### src/rtl/shift_rows_pipe_pkg.sv
// shift_rows_pipe_pkg: shared row-offset and byte-layout helpers for the ShiftRows pipeline.
package shift_rows_pipe_pkg;
   localparam logic MODE_FWD = 1'b0;
   localparam logic MODE_INV = 1'b1;
   function automatic int row_off(input int nb, input int r);
      return (r == 0) ? 0 : (nb == 8 && r > 1) ? r + 1 : (nb == 7 && r == 3) ? 4 : r;
   endfunction
   function automatic int byte_pos(input int r, input int c);
      return c * 4 + r;
   endfunction
endpackage

### src/rtl/shift_rows_pipe_if.sv
// shift_rows_pipe_if: valid/ready state bus with mode and tag sideband, both directions of the unit.
interface shift_rows_pipe_if #(
   parameter int NB    = 4,
   parameter int TAG_W = 4
);
   logic               in_valid;
   logic               in_ready;
   logic               in_mode;
   logic [TAG_W-1:0]   in_tag;
   logic [0:NB*32-1]   in_data;
   logic               out_valid;
   logic               out_ready;
   logic [TAG_W-1:0]   out_tag;
   logic [0:NB*32-1]   out_data;
   modport master (
      output in_valid, in_mode, in_tag, in_data, out_ready,
      input  in_ready, out_valid, out_tag, out_data
   );
   modport slave (
      input  in_valid, in_mode, in_tag, in_data, out_ready,
      output in_ready, out_valid, out_tag, out_data
   );
endinterface

### src/rtl/shift_rows_pipe_perm.sv
// shift_rows_pipe_perm: combinational ShiftRows/InvShiftRows byte permutation of an NB-column state.
module shift_rows_pipe_perm
   import shift_rows_pipe_pkg::*;
#(
   parameter int NB = 4
) (
   input  logic             i_mode,
   input  logic [0:NB*32-1] i_data,
   output logic [0:NB*32-1] o_data
);
   for (genvar c = 0; c < NB; c++) begin : g_col
      for (genvar r = 0; r < 4; r++) begin : g_row
         localparam int FWD = (c + row_off(NB, r)) % NB;
         localparam int INV = (c - row_off(NB, r) + NB) % NB;
         assign o_data[byte_pos(r, c)*8 +: 8] = (i_mode == MODE_INV) ? i_data[byte_pos(r, INV)*8 +: 8]
                                                                      : i_data[byte_pos(r, FWD)*8 +: 8];
      end
   end
endmodule

### src/rtl/shift_rows_pipe.sv
// shift_rows_pipe: permutes a Rijndael state on accept, then carries it through STAGES elastic registers.
module shift_rows_pipe
   import shift_rows_pipe_pkg::*;
#(
   parameter int NB     = 4,
   parameter int STAGES = 1,
   parameter int TAG_W  = 4
) (
   input logic              clk,
   input logic              reset_n,
   shift_rows_pipe_if.slave i_bus
);
   localparam int W = NB * 32;
   if (NB < 4 || NB > 8 || STAGES < 1 || STAGES > 4 || TAG_W < 1) begin : g_bad_params
      $error("shift_rows_pipe: illegal NB/STAGES/TAG_W");
   end
   logic [0:W-1]       w_perm;
   logic [STAGES:0]    w_vld;
   logic [STAGES-1:0]  w_rdy;
   logic [0:W-1]       w_data [STAGES+1];
   logic [TAG_W-1:0]   w_tag  [STAGES+1];
   shift_rows_pipe_perm #(.NB(NB)) u_perm (
      .i_mode (i_bus.in_mode),
      .i_data (i_bus.in_data),
      .o_data (w_perm)
   );
   assign w_vld[0]  = i_bus.in_valid;
   assign w_data[0] = w_perm;
   assign w_tag[0]  = i_bus.in_tag;
   for (genvar k = 0; k < STAGES; k++) begin : g_stage
      logic             r_vld;
      logic [0:W-1]     r_data;
      logic [TAG_W-1:0] r_tag;
      // A stage can load if any register at or after it has a hole, or the sink drains.
      assign w_rdy[k] = i_bus.out_ready || !(&w_vld[STAGES:k+1]);
      always_ff @(posedge clk) begin
         if (!reset_n)
            r_vld <= 1'b0;
         else if (w_rdy[k])
            r_vld <= w_vld[k];
         if (w_rdy[k] && w_vld[k]) begin
            r_data <= w_data[k];
            r_tag  <= w_tag[k];
         end
      end
      assign w_vld[k+1]  = r_vld;
      assign w_data[k+1] = r_data;
      assign w_tag[k+1]  = r_tag;
   end
   assign i_bus.in_ready  = w_rdy[0];
   assign i_bus.out_valid = w_vld[STAGES];
   assign i_bus.out_data  = w_data[STAGES];
   assign i_bus.out_tag   = w_tag[STAGES];
endmodule

### src/flat_wrapper.sv
// flat-port wrapper written by rule: the top's interface ports become plain ports
module shift_rows_pipe_flat import shift_rows_pipe_pkg::*;
#(
   parameter int NB     = 4,
   parameter int STAGES = 1,
   parameter int TAG_W  = 4
)
  (clk, reset_n, i_bus_in_valid, i_bus_in_mode, i_bus_in_tag, i_bus_in_data, i_bus_out_ready, i_bus_in_ready, i_bus_out_valid, i_bus_out_tag, i_bus_out_data);
  shift_rows_pipe_if #(.NB(NB), .TAG_W(TAG_W)) i_bus_i ();
  input logic clk;
  input logic reset_n;
  input wire logic [$bits(i_bus_i.in_valid)-1:0] i_bus_in_valid;
  input wire logic [$bits(i_bus_i.in_mode)-1:0] i_bus_in_mode;
  input wire logic [$bits(i_bus_i.in_tag)-1:0] i_bus_in_tag;
  input wire logic [$bits(i_bus_i.in_data)-1:0] i_bus_in_data;
  input wire logic [$bits(i_bus_i.out_ready)-1:0] i_bus_out_ready;
  output wire logic [$bits(i_bus_i.in_ready)-1:0] i_bus_in_ready;
  output wire logic [$bits(i_bus_i.out_valid)-1:0] i_bus_out_valid;
  output wire logic [$bits(i_bus_i.out_tag)-1:0] i_bus_out_tag;
  output wire logic [$bits(i_bus_i.out_data)-1:0] i_bus_out_data;
  assign i_bus_i.in_valid = i_bus_in_valid;
  assign i_bus_i.in_mode = i_bus_in_mode;
  assign i_bus_i.in_tag = i_bus_in_tag;
  assign i_bus_i.in_data = i_bus_in_data;
  assign i_bus_i.out_ready = i_bus_out_ready;
  assign i_bus_in_ready = i_bus_i.in_ready;
  assign i_bus_out_valid = i_bus_i.out_valid;
  assign i_bus_out_tag = i_bus_i.out_tag;
  assign i_bus_out_data = i_bus_i.out_data;
  shift_rows_pipe #(.NB(NB), .STAGES(STAGES), .TAG_W(TAG_W)) u_core (.clk(clk), .reset_n(reset_n), .i_bus(i_bus_i));
endmodule
### config.mk
export PLATFORM = sky130hd
export DESIGN_NAME = shift_rows_pipe_flat
export DESIGN_NICKNAME = d
export VERILOG_FILES = /design/src/rtl/shift_rows_pipe_pkg.sv /design/src/rtl/shift_rows_pipe_if.sv /design/src/rtl/shift_rows_pipe_perm.sv /design/src/rtl/shift_rows_pipe.sv /design/src/flat_wrapper.sv
export SDC_FILE = /design/constraint.sdc
export NUM_CORES = 1
export LEC_CHECK = 0
export CELL_PAD_IN_SITES_DETAIL_PLACEMENT = 0
export CELL_PAD_IN_SITES_GLOBAL_PLACEMENT = 1
export CORE_ASPECT_RATIO = 1.75
export CORE_MARGIN = 2
export CORE_UTILIZATION = 29
export CTS_CLUSTER_SIZE = 28
export DETAILED_ROUTE_END_ITERATION = 10
export GPL_TIMING_DRIVEN = 0
export PLACE_DENSITY = 0.81
export REMOVE_ABC_BUFFERS = 1
export SETUP_SLACK_MARGIN = 0.3
export SLEW_MARGIN = 25
export SYNTH_ARGS = -nofsm -noshare
export SYNTH_HDL_FRONTEND = slang
export SYNTH_SLANG_ARGS = --single-unit
### constraint.sdc
create_clock -name clk -period 3.99 [get_ports clk]
set_input_delay 0.399 -clock clk [delete_from_list [all_inputs] [get_ports clk]]
set_output_delay 0.399 -clock clk [all_outputs]
set_load 0.02 [all_outputs]
Word level (Yosys, flattened, before mapping). Cells that the tools add are included.

Multiplexer cells: 8. Reductions and logical operators: 3.

Operator list (number): 8-bit two-way mux (8); 1-bit logical AND (1); 1-bit logical NOT (1); 1-bit logical OR (1).

Input bits: 137. Logic and storage cells: 14. Output and inout port bits: 134. Register bits after elaboration: 133.

Logic depth before layout (Yosys ltp). Gate-level depths: netlist (run 1).

Word-level depth: 3. Mapped depth: 3. Depth with buffers taken out: 2.

Cells and area by module. Synthesis (run 1) repeated with hierarchy kept, for this count alone.

Cell total of the unflattened synthesis: 272. Area total of the unflattened synthesis: 5579.1 um^2.

Modules (own cells, without submodules): shift_rows_pipe (cells an instance 137, instances 1, area each 4021.4 um^2, sequential area each 3983.8 um^2); shift_rows_pipe_perm (cells an instance 135, instances 1, area each 1557.7 um^2, sequential area each 0.0 um^2).

Least setup slack after synthesis (run 1). No wires, ideal clock.

Path kind: input -> register. Start point: input port i_bus_out_ready. End point: register u_core.g_stage[0].r_data, in the netlist u_core.i_bus.out_data[0], enable pin. Buffers on the path: 0. Data required time: 3484 ps. Path slack: -242 ps. Stages: 2. Library setup time: 506 ps. Arrival time: 3725 ps. Cell sequence: nand2b_1 > and2_1.

Word-level cells in the longest chain between the ends: 2.

RTL lines: start: declaration (line flat_wrapper.sv:16) `input wire logic [$bits(i_bus_i.out_ready)-1:0] i_bus_out_ready;`; 1-bit logical OR (line shift_rows_pipe.sv:35) `assign w_rdy[k] = i_bus.out_ready || !(&w_vld[STAGES:k+1]);`; 1-bit logical AND (line shift_rows_pipe.sv:41) `if (w_rdy[k] && w_vld[k]) begin`; end signal: assignment (line shift_rows_pipe.sv:42) `r_data <= w_data[k];`; end: declaration (line shift_rows_pipe.sv:32) `logic [0:W-1] r_data;`.

Every way passes these cells. A chain may end at the register's enable or synchronous reset.

Worst setup path in the final report (run 1).
Start point: input port i_bus_out_ready. End point: output port i_bus_in_ready.

Word-level cells in the longest chain between the ends: 1.

RTL lines: 1-bit logical OR (line shift_rows_pipe.sv:35); end: declaration (line flat_wrapper.sv:17) `output wire logic [$bits(i_bus_i.in_ready)-1:0] i_bus_in_ready;`.

Every way passes these cells.

==> results.toml, run 1 <==
[status]
status = "finished, final reports clean"

[layout]
fill_cells = 1498
antenna_cells = 0
seq_area_um2 = 3980
nNetsFinal = 630
syn2layout_area_growth_pct = 69.1
drive_gt1_share_pct = 19.0
final_cells = 737
multi_input_area_um2 = 968

[sta]
finalSetupViolations = 0
fin_crit_ns = 2.01
fmax_mhz = 498
rsz0062_at_grt = "no"
finalWorstSetupSlack_ns = 1.98
worstMarginPinSlew_ns = 0.530
fin_skew_ns = 0.00667
post-route-period-util_pct = 50.4
slew_violations = 0
hold_viol = 0
slew-limit-headroom_pct = 64.7

[place]
place_ws_ns = 1.94
dp_hpwl_mm = 9.52
portBuffers = 270
placed_cells = 705
routabilityCongestion = 0.740

[clocking]
cts-root-buf = "clkbuf_16"
ctsResizeCount = 0
cts_tree = "yes"
clk_latency_ns = 0.40
ctsHtreeMaxLevel = 4
clock-sinks = 133
clk_path_buf_depth = 2
cts_inserted_buffers = 17
postCtsSetupBuffers = 0
clkTransAtPathRegs_ns = 0.05
ctsHoldBuffers = 0

[critical_path]
cp.buffers_inverters = 2
crit_end = "i_bus_in_ready"
crit_slowest_cell = "clkdlybuf4s50_1"
reg2regPathDepth = 3
cpMostUsedCell = "clkdlybuf4s50_1"
reg2reg_to = "u_core.i_bus.out_data[52]$_DFFE_PP_"
r2r-start = "u_core.i_bus.out_valid$_SDFFE_PN0P_"
path_max_fanout = 3
required_ns = 3.59
cp-end-kind = "output pin"
path_class = "in2out"
reg2reg_slack_ns = 2.53
start_kind = "input pin"
slowest_delay_ns = 0.62
crit_chain = "clkdlybuf4s50_1 > nand2b_1 > clkdlybuf4s50_1"
crit_start = "i_bus_out_ready"
cp_top_family = "buffers and inverters"
cp.depth = 3
worstPathArrival_ns = 1.61

[yosys]
synth_cells = 208
yosys_warnings = 0
synth-seq-cells = 133
synth.avg_cell_area_um2 = 24.4
synth_cell_types = 10
syn_area_um2 = 5080
yosysSeqAreaShare_pct = 78.3

[die]
start_util_pct = 29.4
row_count = 64
die_h_um = 179
coreArea_um2 = 17300
ios = 271
die_area_um2 = 18700
die_w_um = 104

[route]
wl_mm = 12.3
drtPass1Iterations = 4
ant_nets = 0
viasPerCell = 4.14
vias = 3048
wl_per_cell_um = 16.7
drc = 0
drt_iter0_drc = 110

[grt]
grt_pass1_wl_mm = 17.7
grt_max_degree = 59
grt_usage_pct = 13.0
grt_pass1_vias = 3239
gr-total-overflow = 0
antenna_found_initial = 0

[power_and_ir_drop]
internal_power_uw = 2950
seqPwrFrac_pct = 44.6
ir_drop_mv = 0.227
swShare_pct = 21.3
leakage_uw = 0.00319
p_clk_share_pct = 40.0
p_sw_uw = 797
p_comb_share_pct = 15.4
power_density_nw_per_um2 = 436

[worst_hold_path]
hold_path_class = "in2reg"
hold_path_startpoint = "i_bus_in_data[109]"

[flow_run]
max_cap_violations = 0
synthesized netlist by cell type:
cell type / n / area share [%]
buf_12: 6 / 2.4
edfxtp_1: 132 / 78
nand2b_1: 1 / 0.12
inv_1: 1 / 0.074
and2_1: 1 / 0.12
mux2_2: 4 / 0.89
a21boi_0: 1 / 0.15
buf_6: 1 / 0.22
mux2_4: 60 / 18
dfxtp_1: 1 / 0.39
stage by stage:
step,TNS (ns),area (µm²),total power [µW],util [%],hold WS (ns)
global route,0,8600,3890,49.7,0.518
global placement,-220.36,7950,2290,45.9,0.528
detailed placement,0,8030,2280,46.4,0.580
CTS,0,8600,3800,49.7,0.520
floorplan,-31.91,4950,1930,-,0.498
finish,0,8600,3750,49.7,0.547
per-layer routing:
metal  track usage [%]  routed length (µm)  vias to the layer above
li1                  -                   -                     1402
met1              12.0                4240                     1466
met2              23.8                6810                      160
met3              5.96                 924                       20
met4              6.93                 335                        0
met5                 0                   0                        -
layout by cell type (no fill, tap or decap), types with 2 or more instances in the layout:
cell	netlist	layout
clkdlybuf4s50_1	0	269
edfxtp_1	132	132
mux2_4	60	60
clkbuf_16	0	17
clkinv_2	0	6
mux2_2	4	4
bufinv_16	0	3
clkinv_1	0	3
buf_16	0	3
clkbuf_1	0	2
logic make-up (layout without fill, tap and decap cells):
group	count (synthesis)	after routing	share of synthesized area [%]
buffers and inverters	8	306	2.66
and+or+nand+nor	2	2	0.246
AOI/OAI and AO/OA	1	1	0.148
muxes	64	64	18.6
DFF	133	133	78.3
flip-flops by register name, summed over array words and instances (netlist names):
name,count
u_core.i_bus.out_data,128
u_core.i_bus.out_tag,4
u_core.i_bus.out_valid,1
area by class of cell:
cell class / count / share of cell area, %
Tap cell: 231 / 3.36
Sequential cell: 133 / 46.3
Timing Repair Buffer: 273 / 32.4
Multi-Input combinational cell: 67 / 11.3
Clock inverter: 13 / 1.62
Clock buffer: 19 / 5.03
Inverter: 1 / 0.0436
power by group through the flow:
stage / combinational, µW / sequential, µW / clock, µW
after floorplan: 107 / 1820 / 0
after global placement: 574 / 1710 / 0
after detailed placement: 581 / 1700 / 0
after CTS: 584 / 1670 / 1540
after global routing: 603 / 1680 / 1610
final: 576 / 1670 / 1500
worst min-delay path by stage:
stage,to,cells after the start
after floorplan,u_core.i_bus.out_data[0]$_DFFE_PP_,0
after global routing,u_core.i_bus.out_data[51]$_DFFE_PP_,1
after global placement,u_core.i_bus.out_valid$_SDFFE_PN0P_,2
after CTS,u_core.i_bus.out_data[118]$_DFFE_PP_,1
after detailed placement,u_core.i_bus.out_valid$_SDFFE_PN0P_,2
final,u_core.i_bus.out_data[82]$_DFFE_PP_,1
(Power assumes the default switching activity.)
==> run 2: changes to the inputs <==
CORE_UTILIZATION = 32   (was 29)
PLACE_DENSITY = 0.85   (was 0.81)
clock period = 1.9 ns   (was 3.99 ns; I/O delays follow)
==> results.toml, run 2 (synthesis gave the netlist of run 1 again) <==
[status]
status = "finished, final reports clean"

[die]
die_area_um2 = 17000
die_w_um = 99.3
ios = 271
row_count = 61
die_h_um = 171
start_util_pct = 32.3
coreArea_um2 = 15700

[power_and_ir_drop]
internal_power_uw = 6230
p_clk_share_pct = 41.4
seqPwrFrac_pct = 43.7
swShare_pct = 22.5
p_comb_share_pct = 14.9
power_density_nw_per_um2 = 937
leakage_uw = 0.00324
p_sw_uw = 1810
ir_drop_mv = 0.508

[place]
dp_hpwl_mm = 9.42
routabilityCongestion = 0.729
portBuffers = 270
place_area_um2 = 7980
placed_cells = 663

[layout]
antenna_cells = 0
final_area_um2 = 8580
fin_util_pct = 54.6
final_cell_mix = "clkdlybuf4s50_1 (253), edfxtp_1 (132), mux2_4 (60), clkbuf_16 (17), dlygate4sd2_1 (11)"
layout_commonest_cell = "clkdlybuf4s50_1"
fill_cells = 1275
multi_input_area_um2 = 968
drive_gt1_share_pct = 19.6
largest_register_ffs = 128
nNetsFinal = 630
syn2layout_area_growth_pct = 68.7
final_cells = 695
seq_area_um2 = 3980

[critical_path]
crit_chain = "clkdlybuf4s50_1"
path_class = "reg2out"
reg2reg_to = "u_core.i_bus.out_data[7]$_DFFE_PP_"
crit_end = "i_bus_out_data[81]"
reg2regPathDepth = 3
cp.depth = 1
required_ns = 1.71
cp_top_family = "buffers and inverters"
crit_slowest_cell = "clkdlybuf4s50_1"
crit_start = "u_core.i_bus.out_data[46]$_DFFE_PP_"
cp.buffers_inverters = 1
slowest_delay_ns = 0.63
reg2reg_slack_ns = 0.39
cp-end-kind = "output pin"
worstPathArrival_ns = 1.36
path_max_fanout = 1
r2r-start = "u_core.i_bus.out_valid$_SDFFE_PN0P_"
start_kind = "register"

[sta]
worstMarginPinSlew_ns = 0.450
fin_skew_ns = 0.00549
post-route-period-util_pct = 81.8
finalSetupViolations = 0
slew-limit-headroom_pct = 70.0
rsz0062_at_grt = "no"
hold_viol = 0
slew_violations = 0
fmax_mhz = 643
fin_crit_ns = 1.55

[grt]
grt_max_degree = 56
antenna_found_initial = 0
grt_pass1_vias = 3223
grt_pass1_wl_mm = 17.7
grt_usage_pct = 14.1
gr-total-overflow = 0

[clocking]
ctsHoldBuffers = 0
cts_inserted_buffers = 17
clock-sinks = 133
cts_tree = "yes"
postCtsSetupBuffers = 0
clk_path_buf_depth = 2
clkTransAtPathRegs_ns = 0.06
cts-root-buf = "clkbuf_16"
clk_latency_ns = 0.41
ctsHtreeMaxLevel = 4

[route]
wl_mm = 12.5
drc = 0
ant_nets = 0
wl_per_cell_um = 18.1
vias = 3056
viasPerCell = 4.40
drt_iter0_drc = 93
drtPass1Iterations = 4

[worst_hold_path]
hold_path_class = "in2reg"

[flow_run]
max_cap_violations = 0
## run 2: area by class of cell
type	instances	area share, %
clock inverters	14	2.06
well taps	189	2.76
flip-flops and latches	133	46.4
inverters	1	0.0438
repair buffers	273	32.4
clock buffers	18	5.00
multi-input cells	67	11.3
## run 2: through the flow
stage | total power, µW | TNS, ns | setup slack, ns | hold slack (ns)
after floorplan | 4060 | -302.37 | -2.29 | 0.289
after global placement | 4800 | -596.68 | -3.49 | 0.523
after detailed placement | 4800 | -0.745 | -0.0166 | 0.569
after CTS | 8150 | 0 | 0.306 | 0.308
after global routing | 8290 | 0 | 0.301 | 0.317
final | 8030 | 0 | 0.346 | 0.339
## run 2: power by group through the flow
| stage | clock, µW | sequential [µW] | combinational (µW) |
|---|---|---|---|
| 2_1_floorplan | 0 | 3830 | 226 |
| 3_3_place_gp | 0 | 3590 | 1200 |
| 3_5_place_dp | 0 | 3570 | 1220 |
| 4_1_cts | 3420 | 3510 | 1220 |
| 5_1_grt | 3510 | 3520 | 1260 |
| 6_report | 3330 | 3510 | 1200 |
## run 2: worst min-delay path by stage
| stage | end | depth (start not counted) | slack [ns] | from |
|---|---|---|---|---|
| finish | u_core.i_bus.out_data[1]$_DFFE_PP_ | 1 | 0.34 | i_bus_in_data[126] |
| floorplan | u_core.i_bus.out_data[0]$_DFFE_PP_ | 0 | 0.29 | i_bus_in_data[127] |
| global placement | u_core.i_bus.out_valid$_SDFFE_PN0P_ | 2 | 0.52 | u_core.i_bus.out_valid$_SDFFE_PN0P_ |
| CTS | u_core.i_bus.out_tag[2]$_DFFE_PP_ | 1 | 0.31 | i_bus_in_tag[2] |
| detailed placement | u_core.i_bus.out_valid$_SDFFE_PN0P_ | 2 | 0.57 | u_core.i_bus.out_valid$_SDFFE_PN0P_ |
| global route | u_core.i_bus.out_data[70]$_DFFE_PP_ | 1 | 0.32 | i_bus_in_data[57] |
## run 2: layer usage
metal / global-route usage [%] / wire length [µm] / up-vias / share of wire [%]
met5: 0 / 0 / - / 0
li1: - / - / 1403 / -
met4: 8.10 / 352 / 0 / 2.8
met1: 13.1 / 4110 / 1460 / 33
met3: 5.07 / 1040 / 22 / 8.2
met2: 26.1 / 7050 / 171 / 56
## run 2: timing repair
| action | in CTS | in global routing |
|---|---|---|
| endpoints found under the hold margin | 0 | 0 |
| gates resized for setup | 11 | 5 |
| pin swaps | 0 | 1 |
| setup endpoints to repair | 11 | 40 |
